[src/rtl/ysyx_23060332_ifu_if.sv]
// Fetch-unit bus bundle: instruction-memory request/response, decoder handoff
// and pipeline redirects. The master side is the IFU.
interface ysyx_23060332_ifu_if;
  logic        imem_req_valid;
  logic        imem_req_ready;
  logic [31:0] imem_req_addr;
  logic        imem_resp_valid;
  logic [31:0] imem_resp_data;
  logic        inst_valid;
  logic        inst_ready;
  logic [31:0] inst_o;
  logic [31:0] inst_addr;
  logic        jump_en;
  logic [31:0] jump_addr;
  logic        flush;
  logic [31:0] flush_addr;

  modport master (
    output imem_req_valid, imem_req_addr, inst_valid, inst_o, inst_addr,
    input  imem_req_ready, imem_resp_valid, imem_resp_data, inst_ready,
    input  jump_en, jump_addr, flush, flush_addr
  );

  modport slave (
    input  imem_req_valid, imem_req_addr, inst_valid, inst_o, inst_addr,
    output imem_req_ready, imem_resp_valid, imem_resp_data, inst_ready,
    output jump_en, jump_addr, flush, flush_addr
  );
endinterface

[src/rtl/ysyx_23060332_ifu.sv]
// Instruction fetch unit: one outstanding imem request, single-entry
// instruction buffer toward decode, jump and flush redirects.
module ysyx_23060332_ifu #(
  parameter logic [31:0] RESET_PC = 32'h8000_0000
) (
  input logic                  clk,
  input logic                  rst,
  ysyx_23060332_ifu_if.master  bus
);

  typedef enum logic [1:0] {IDLE, REQ, WAIT, HOLD} state_t;

  localparam logic [31:0] NOP     = 32'h0000_0013;
  localparam logic [31:0] BOOT_PC = RESET_PC & 32'hFFFF_FFFC;

  state_t      state, state_nxt;
  logic [31:0] pc;
  logic [31:0] redir_pc;
  logic        drop;
  logic [31:0] inst_q;
  logic [31:0] inst_addr_q;

  function automatic logic [31:0] word_align(input logic [31:0] a);
    return a & 32'hFFFF_FFFC;
  endfunction

  always_ff @(posedge clk) begin
    if (rst) state <= IDLE;
    else     state <= state_nxt;
  end

  always_comb begin
    state_nxt = state;
    case (state)
      IDLE: state_nxt = REQ;
      REQ:  if (bus.imem_req_ready) state_nxt = WAIT;
      WAIT: if (bus.imem_resp_valid)
              state_nxt = (drop || bus.flush) ? REQ : HOLD;
      HOLD: if (bus.flush || bus.inst_ready) state_nxt = REQ;
      default: state_nxt = IDLE;
    endcase
  end

  // pc stays on the issued address while a request is in flight, so a flush
  // there parks its target in redir_pc until the stale response is discarded.
  always_ff @(posedge clk) begin
    if (rst) begin
      pc          <= BOOT_PC;
      redir_pc    <= BOOT_PC;
      drop        <= 1'b0;
      inst_q      <= NOP;
      inst_addr_q <= BOOT_PC;
    end else begin
      case (state)
        IDLE, HOLD: begin
          if (bus.flush)
            pc <= word_align(bus.flush_addr);
          else if (state == HOLD && bus.inst_ready)
            pc <= bus.jump_en ? word_align(bus.jump_addr) : pc + 32'd4;
        end
        REQ: begin
          if (bus.flush) begin
            drop     <= 1'b1;
            redir_pc <= word_align(bus.flush_addr);
          end
        end
        WAIT: begin
          if (bus.imem_resp_valid) begin
            if (bus.flush) begin
              pc   <= word_align(bus.flush_addr);
              drop <= 1'b0;
            end else if (drop) begin
              pc   <= redir_pc;
              drop <= 1'b0;
            end else begin
              inst_q      <= bus.imem_resp_data;
              inst_addr_q <= pc;
            end
          end else if (bus.flush) begin
            drop     <= 1'b1;
            redir_pc <= word_align(bus.flush_addr);
          end
        end
        default: ;
      endcase
    end
  end

  always_comb begin
    bus.imem_req_valid = (state == REQ);
    bus.imem_req_addr  = (state == REQ) ? pc : '0;
    bus.inst_valid     = (state == HOLD);
    bus.inst_o         = inst_q;
    bus.inst_addr      = inst_addr_q;
  end

endmodule

[src/flat_wrapper.sv]
// flat-port wrapper written by rule: the top's interface ports become plain ports
module ysyx_23060332_ifu_flat 
#(
  parameter logic [31:0] RESET_PC = 32'h8000_0000
)
  (clk, rst, bus_imem_req_valid, bus_imem_req_addr, bus_inst_valid, bus_inst_o, bus_inst_addr, bus_imem_req_ready, bus_imem_resp_valid, bus_imem_resp_data, bus_inst_ready, bus_jump_en, bus_jump_addr, bus_flush, bus_flush_addr);
  ysyx_23060332_ifu_if bus_i ();
  input logic clk;
  input logic rst;
  output wire logic [$bits(bus_i.imem_req_valid)-1:0] bus_imem_req_valid;
  output wire logic [$bits(bus_i.imem_req_addr)-1:0] bus_imem_req_addr;
  output wire logic [$bits(bus_i.inst_valid)-1:0] bus_inst_valid;
  output wire logic [$bits(bus_i.inst_o)-1:0] bus_inst_o;
  output wire logic [$bits(bus_i.inst_addr)-1:0] bus_inst_addr;
  input wire logic [$bits(bus_i.imem_req_ready)-1:0] bus_imem_req_ready;
  input wire logic [$bits(bus_i.imem_resp_valid)-1:0] bus_imem_resp_valid;
  input wire logic [$bits(bus_i.imem_resp_data)-1:0] bus_imem_resp_data;
  input wire logic [$bits(bus_i.inst_ready)-1:0] bus_inst_ready;
  input wire logic [$bits(bus_i.jump_en)-1:0] bus_jump_en;
  input wire logic [$bits(bus_i.jump_addr)-1:0] bus_jump_addr;
  input wire logic [$bits(bus_i.flush)-1:0] bus_flush;
  input wire logic [$bits(bus_i.flush_addr)-1:0] bus_flush_addr;
  assign bus_imem_req_valid = bus_i.imem_req_valid;
  assign bus_imem_req_addr = bus_i.imem_req_addr;
  assign bus_inst_valid = bus_i.inst_valid;
  assign bus_inst_o = bus_i.inst_o;
  assign bus_inst_addr = bus_i.inst_addr;
  assign bus_i.imem_req_ready = bus_imem_req_ready;
  assign bus_i.imem_resp_valid = bus_imem_resp_valid;
  assign bus_i.imem_resp_data = bus_imem_resp_data;
  assign bus_i.inst_ready = bus_inst_ready;
  assign bus_i.jump_en = bus_jump_en;
  assign bus_i.jump_addr = bus_jump_addr;
  assign bus_i.flush = bus_flush;
  assign bus_i.flush_addr = bus_flush_addr;
  ysyx_23060332_ifu #(.RESET_PC(RESET_PC)) u_core (.clk(clk), .rst(rst), .bus(bus_i));
endmodule
[config.mk]
export PLATFORM = sky130hd
export DESIGN_NAME = ysyx_23060332_ifu_flat
export DESIGN_NICKNAME = d
export VERILOG_FILES = /design/src/rtl/ysyx_23060332_ifu_if.sv /design/src/rtl/ysyx_23060332_ifu.sv /design/src/flat_wrapper.sv
export SDC_FILE = /design/constraint.sdc
export NUM_CORES = 1
export LEC_CHECK = 0
export CAP_MARGIN = 20
export CORE_ASPECT_RATIO = 1.2
export CORE_MARGIN = 8
export CORE_UTILIZATION = 51
export DETAILED_ROUTE_END_ITERATION = 16
export GPL_TIMING_DRIVEN = 1
export PLACE_DENSITY = 0.87
export SKIP_CTS_REPAIR_TIMING = 1
export SLEW_MARGIN = 10
export SYNTH_ARGS = -nofsm -noshare
export SYNTH_HDL_FRONTEND = slang
export SYNTH_SLANG_ARGS = --single-unit
[constraint.sdc]
create_clock -name clk -period 6.8 [get_ports clk]
set_input_delay 1.02 -clock clk [delete_from_list [all_inputs] [get_ports clk]]
set_output_delay 1.02 -clock clk [all_outputs]
set_load 0.02 [all_outputs]
## After elaboration in Yosys (flattened, before gate mapping)

Index checks and enable logic that the tools add are counted.

| operators by class | value |
|---|---|
| add/subtract/negate cells | 1 |
| equal/unequal tests | 9 |
| mux-type cells | 19 |
| bitwise gates (word level) | 2 |
| reduce and logical (&&, ||, !) cells | 11 |

Operators with widths:

| kind | number |
|---|---|
| $mux W32 | 9 |
| $pmux W32 S2 | 2 |
| $add A32 B3 Y32 const B | 1 |
| $mux W2 | 4 |
| $pmux W2 S4 | 1 |
| $reduce_and A4 Y1 | 2 |
| $ne A3 B2 Y1 const B | 2 |
| $eq A2 B2 Y1 const B | 2 |
| $ne A2 B1 Y1 const B | 2 |
| $ne A2 B2 Y1 const B | 2 |
| $reduce_bool A2 Y1 | 2 |
| $reduce_and A3 Y1 | 1 |
| $eq A2 B1 Y1 const B | 1 |
| $logic_not A2 Y1 | 1 |
| $logic_or A1 B1 Y1 | 2 |
| $mux W1 | 2 |
| $not A1 Y1 | 2 |
| $pmux W1 S2 | 1 |
| $reduce_and A2 Y1 | 1 |
| $reduce_or A2 Y1 | 1 |
| $logic_and A1 B1 Y1 | 1 |

| word-level totals | value |
|---|---|
| flip-flop bits (word level) | 131 |
| input port bits | 103 |
| output and inout port bits | 98 |
| word-level logic and storage cells | 48 |

## Longest topological paths before layout

| depth | value |
|---|---|
| depth in word-level cells | 5 |
| mapped depth | 10 |
| mapped depth without buffers | 7 |

## Least setup slack after synthesis

OpenSTA, ideal clock, no wires.

| path | value |
|---|---|
| path type | input -> register |
| start | input port bus_flush |
| end | register u_core.redir_pc[28] |
| setup time | 71 ps |
| data arrival time | 2,348 ps |
| required time | 6,729 ps |
| path slack | 4,382 ps |
| cell stages on the path | 7 |
| path buffers | 3 |
| cell sequence | clkbuf_1 -> buf_1 -> o21ai_0 -> a21oi_1 -> clkbuf_1 -> nand2_1 -> a21oi_1 |

| between the ends | value |
|---|---|
| cells in the longest elaborated chain, start to end | 3 |

Ends and longest elaborated chain:

| what | line | RTL |
|---|---|---|
| start: declaration | flat_wrapper.sv:21 | `input wire logic [$bits(bus_i.flush)-1:0] bus_flush;` |
| $mux W32 (*) | -- |  |
| $mux W32 | -- |  |
| $pmux W32 S2 (*) | -- |  |
| end signal: assignment | ysyx_23060332_ifu.sv:64 | `redir_pc <= word_align(bus.flush_addr);` |
| end signal: assignment | ysyx_23060332_ifu.sv:81 | `redir_pc <= word_align(bus.flush_addr);` |
| end: declaration | ysyx_23060332_ifu.sv:18 | `logic [31:0] redir_pc;` |

Mark *: on every way between the ends. The rest lies on a longest branch, timed or not. The select of a mux whose other input is x is not followed.
A chain may end at the register's enable or synchronous reset.

## Worst setup path in the final report

| path | value |
|---|---|
| start | register u_core.state[0] |
| end | output port bus_imem_req_addr[18] |

| between the ends | value |
|---|---|
| cells in the longest elaborated chain, start to end | 2 |

Ends and longest elaborated chain:

| what | line | RTL |
|---|---|---|
| start: declaration | ysyx_23060332_ifu.sv:16 | `state_t state, state_nxt;` |
| start signal: assignment | ysyx_23060332_ifu.sv:29 | `else state <= state_nxt;` |
| $eq A2 B1 Y1 | ysyx_23060332_ifu.sv:91 | `bus.imem_req_addr = (state == REQ) ? pc : '0;` |
| $mux W32 | ysyx_23060332_ifu.sv:91 |  |
| end: declaration | flat_wrapper.sv:11 | `output wire logic [$bits(bus_i.imem_req_addr)-1:0] bus_imem_req_addr;` |

No other way between the ends.

==> results by group <==
Global routing
  • GR Overflow Total: 0
  • Initial antenna violation count: 0
  • Pin count of the biggest net entering global routing: 76
  • Tot GR Track Use: 0.250
  • Number of global-route vias before repair: 6557
  • First-pass GRT wire length: about 34 mm

Timing
  • Min Tclk post-route: 3910 ps
  • Setup_tns: 0 ps
  • Maximum clock frequency: 256 MHz
  • Final Max Tran Viols: 0
  • RSZ-0062 raised after global routing: false
  • Layout Skew: roughly 6.0 ps
  • Final period util: 0.575
  • Hold WS: 452 ps
  • Rel. slew slack: 0.254
  • Hold Fails Final Rpt: 0
  • Slew of the pin with the lowest slew margin: 1120 ps
  • Final setup viols: 0
  • Setup ws final: 2890 ps

Worst setup path
  • WP buf/inv: 2
  • Critical Path Slowest Stage Cell: ha_1
  • Critical Path End Type: primary output
  • Cell family with most CP delay: buffers and inverters
  • CP Launch Type: flop
  • Critical path type: flop to primary output
  • CP Cell Sequence: ha_1, inv_1, nor2_1, clkdlybuf4s50_1
  • Crit-path max FO: 33
  • Worst Path Arrival: 2890 ps
  • Critical Path RT: 5780 ps
  • Critical Path Max Stage Delay: about 820 ps

Floorplanning
  • Die Height: 139 um
  • I/O pin count: approximately 200
  • Site Rows: 45
  • Full die area: 16400 um2
  • Initial Util: 0.515
  • Core area: approximately 12000 um2
  • Die width: 118 um

Clock tree
  • Clk sinks: 131
  • TritonCTS Buffers: 17
  • CTS max path bufs: 2
  • CTS tree: done
  • H-tree lvl count: 4
  • Reg clk slew, reported paths: approximately 60 ps
  • CTS root buffer: clkbuf_16
  • Skew-Pair Late Insertion Delay: 410 ps

Synthesis
  • Post-synth ARST share: 0
  • Flops & latches, synth: 131
  • Synth area leader: dfxtp_1
  • Syn Inst Count: 868
  • Syn nets: 976
  • Netlist cell types: 53
  • Top-count cell post-synth: nand2_1
  • Synth top area cells: dfxtp_1, nand2_1, a21oi_1
  • Mean Syn Cell Area: approximately 7.4 um2
  • Commonest cells in the netlist: nand2_1, dfxtp_1, a21oi_1, clkbuf_1, o21ai_0
  • Top cell type's share of synthesized area: 0.409
  • Synth Warn #: 0
  • Post-synth EDFFs: 0
  • Mapped Area: roughly 6400 um2
  • Fraction of the yosys area taken by sequential cells: 0.409
  • Ys flop type: dfxtp_1

Outcome
  • Outcome: finished clean

Final layout
  • Area grow syn2layout: 39.2%
  • Share of layout cells above drive strength 1: 0.0484
  • Nets@finish: 1130
  • ANT cells: 0

Pwr
  • Leakage: 3.14 nW
  • Pint: 1.50 mW
  • Gate power share: 0.199
  • Peak VDD IR: 137 uV
  • Part of the power in registers: 0.418
  • Clock power share: 0.383
  • Switching Fraction: 0.305
  • Cell Pwr Density: approximately 240 nW/um2
  • Net Sw Power: 0.659 mW

Routing
  • DRT iter0 DRCs: 930
  • Drt total wl: between 20 and 25 mm
  • WL/cell: 17.5 um
  • Residual DRC count: 0
  • Routed vias/inst: 5.75
  • Final ANT Viol Nets: 0
  • Initial DRT Pass Iterations: 6
  • Via count: 6894

Flow run
  • Max Cap Viol: 0

Placed design
  • DP HPWL: 14.3 mm
  • Final GP Congestion: 0.855
  • Port buffer count: just under 200
  • Pre-CTS setup slack: 3360 ps

Hold path
  • Worst hold path type: flop to flop
==> final cells by class <==
cell class,instances,area (um2)
inverters,14,52.6
well taps,164,205
flip-flops and latches,131,2620
clock buffers,20,437
clock inverters,11,90.1
repair buffers,206,2040
fillers,1036,3520
multi-input cells,652,3470
==> cells by family (layout without fill, tap and decap cells) <==
logic type	Yosys count	after routing	share of synthesized area
AOI/OAI and AO/OA	249	249	0.232
adders and majority gates	5	5	0.00976
DFF	131	131	0.409
buffers and inverters	85	251	0.0517
muxes	8	8	0.0125
and+or+nand+nor	382	382	0.273
xor gates and xnor gates	8	8	0.0109
==> registers in the layout (all words and copies together), names as in the netlist <==
signal,cells
u_core.bus.inst_addr,32
u_core.pc,32
u_core.redir_pc,32
u_core.bus.inst_o,32
u_core.state,2
u_core.drop,1
==> per-stage QoR <==
step / utilization / std cells / power [mW] / cell area, um2
3_3_place_gp: 0.673 / 1166 / 1.33 / 8370
5_1_grt: 0.717 / 1198 / 2.25 / 8920
4_1_cts: 0.717 / 1198 / 2.16 / 8920
6_report: 0.717 / 1198 / 2.16 / 8920
2_1_floorplan: - / 868 / 1.16 / 6410
3_5_place_dp: 0.675 / 1167 / 1.34 / 8390
==> worst reg2reg max path, stage by stage, from the launching register on <==
cell and delay [ps]:
dfxtp_1 410, inv_1 70, ha_1 200, buf_4 250
nand2b_1 230, a22o_1 590, or4_1 660, a41o_1 250
==> path summary, 6_finish.rpt <==
check	startpoint	to	slack, ps	depth (start not counted)
hold / removal	u_core.bus.inst_addr[29]	u_core.bus.inst_addr[29]	450	2
setup reg to reg	u_core.state[0]	u_core.pc[31]	4030	7
setup / recovery	u_core.state[0]	bus_imem_req_addr[18]	2890	4
hold reg to reg	u_core.bus.inst_addr[29]	u_core.bus.inst_addr[29]	450	2
==> power groups by stage <==
| stage | sequential [mW] | clock (mW) | combinational, mW |
|---|---|---|---|
| after floorplan | 0.879 | 0 | 0.276 |
| after global placement | 0.913 | 0 | 0.417 |
| after detailed placement | 0.914 | 0 | 0.423 |
| after CTS | 0.900 | 0.836 | 0.427 |
| after global routing | 0.911 | 0.870 | 0.469 |
| final | 0.904 | 0.830 | 0.430 |
==> cells in the final DEF, fill, tap and decap left out, drive strengths merged, types with 11 or more instances in the layout <==
cell,instances
a221oi,11
o21ai,41
inv,14
clkdlybuf4s50,194
o211ai,11
nor3,12
nand3,22
buf,12
clkbuf,20
a31oi,12
nor2,25
dfxtp,131
and3,13
and2,31
nand2,238
a21oi,120
==> per-layer routing <==
layer / part of all wire / global-route usage / wire (um)
met3: 0.082 / 0.0578 / 1720
met4: 0.032 / 0.118 / 680
met2: 0.47 / 0.408 / 9870
met5: 0 / 0 / 0
met1: 0.41 / 0.304 / 8690
Note: power is estimated with default switching activity, not from simulation.
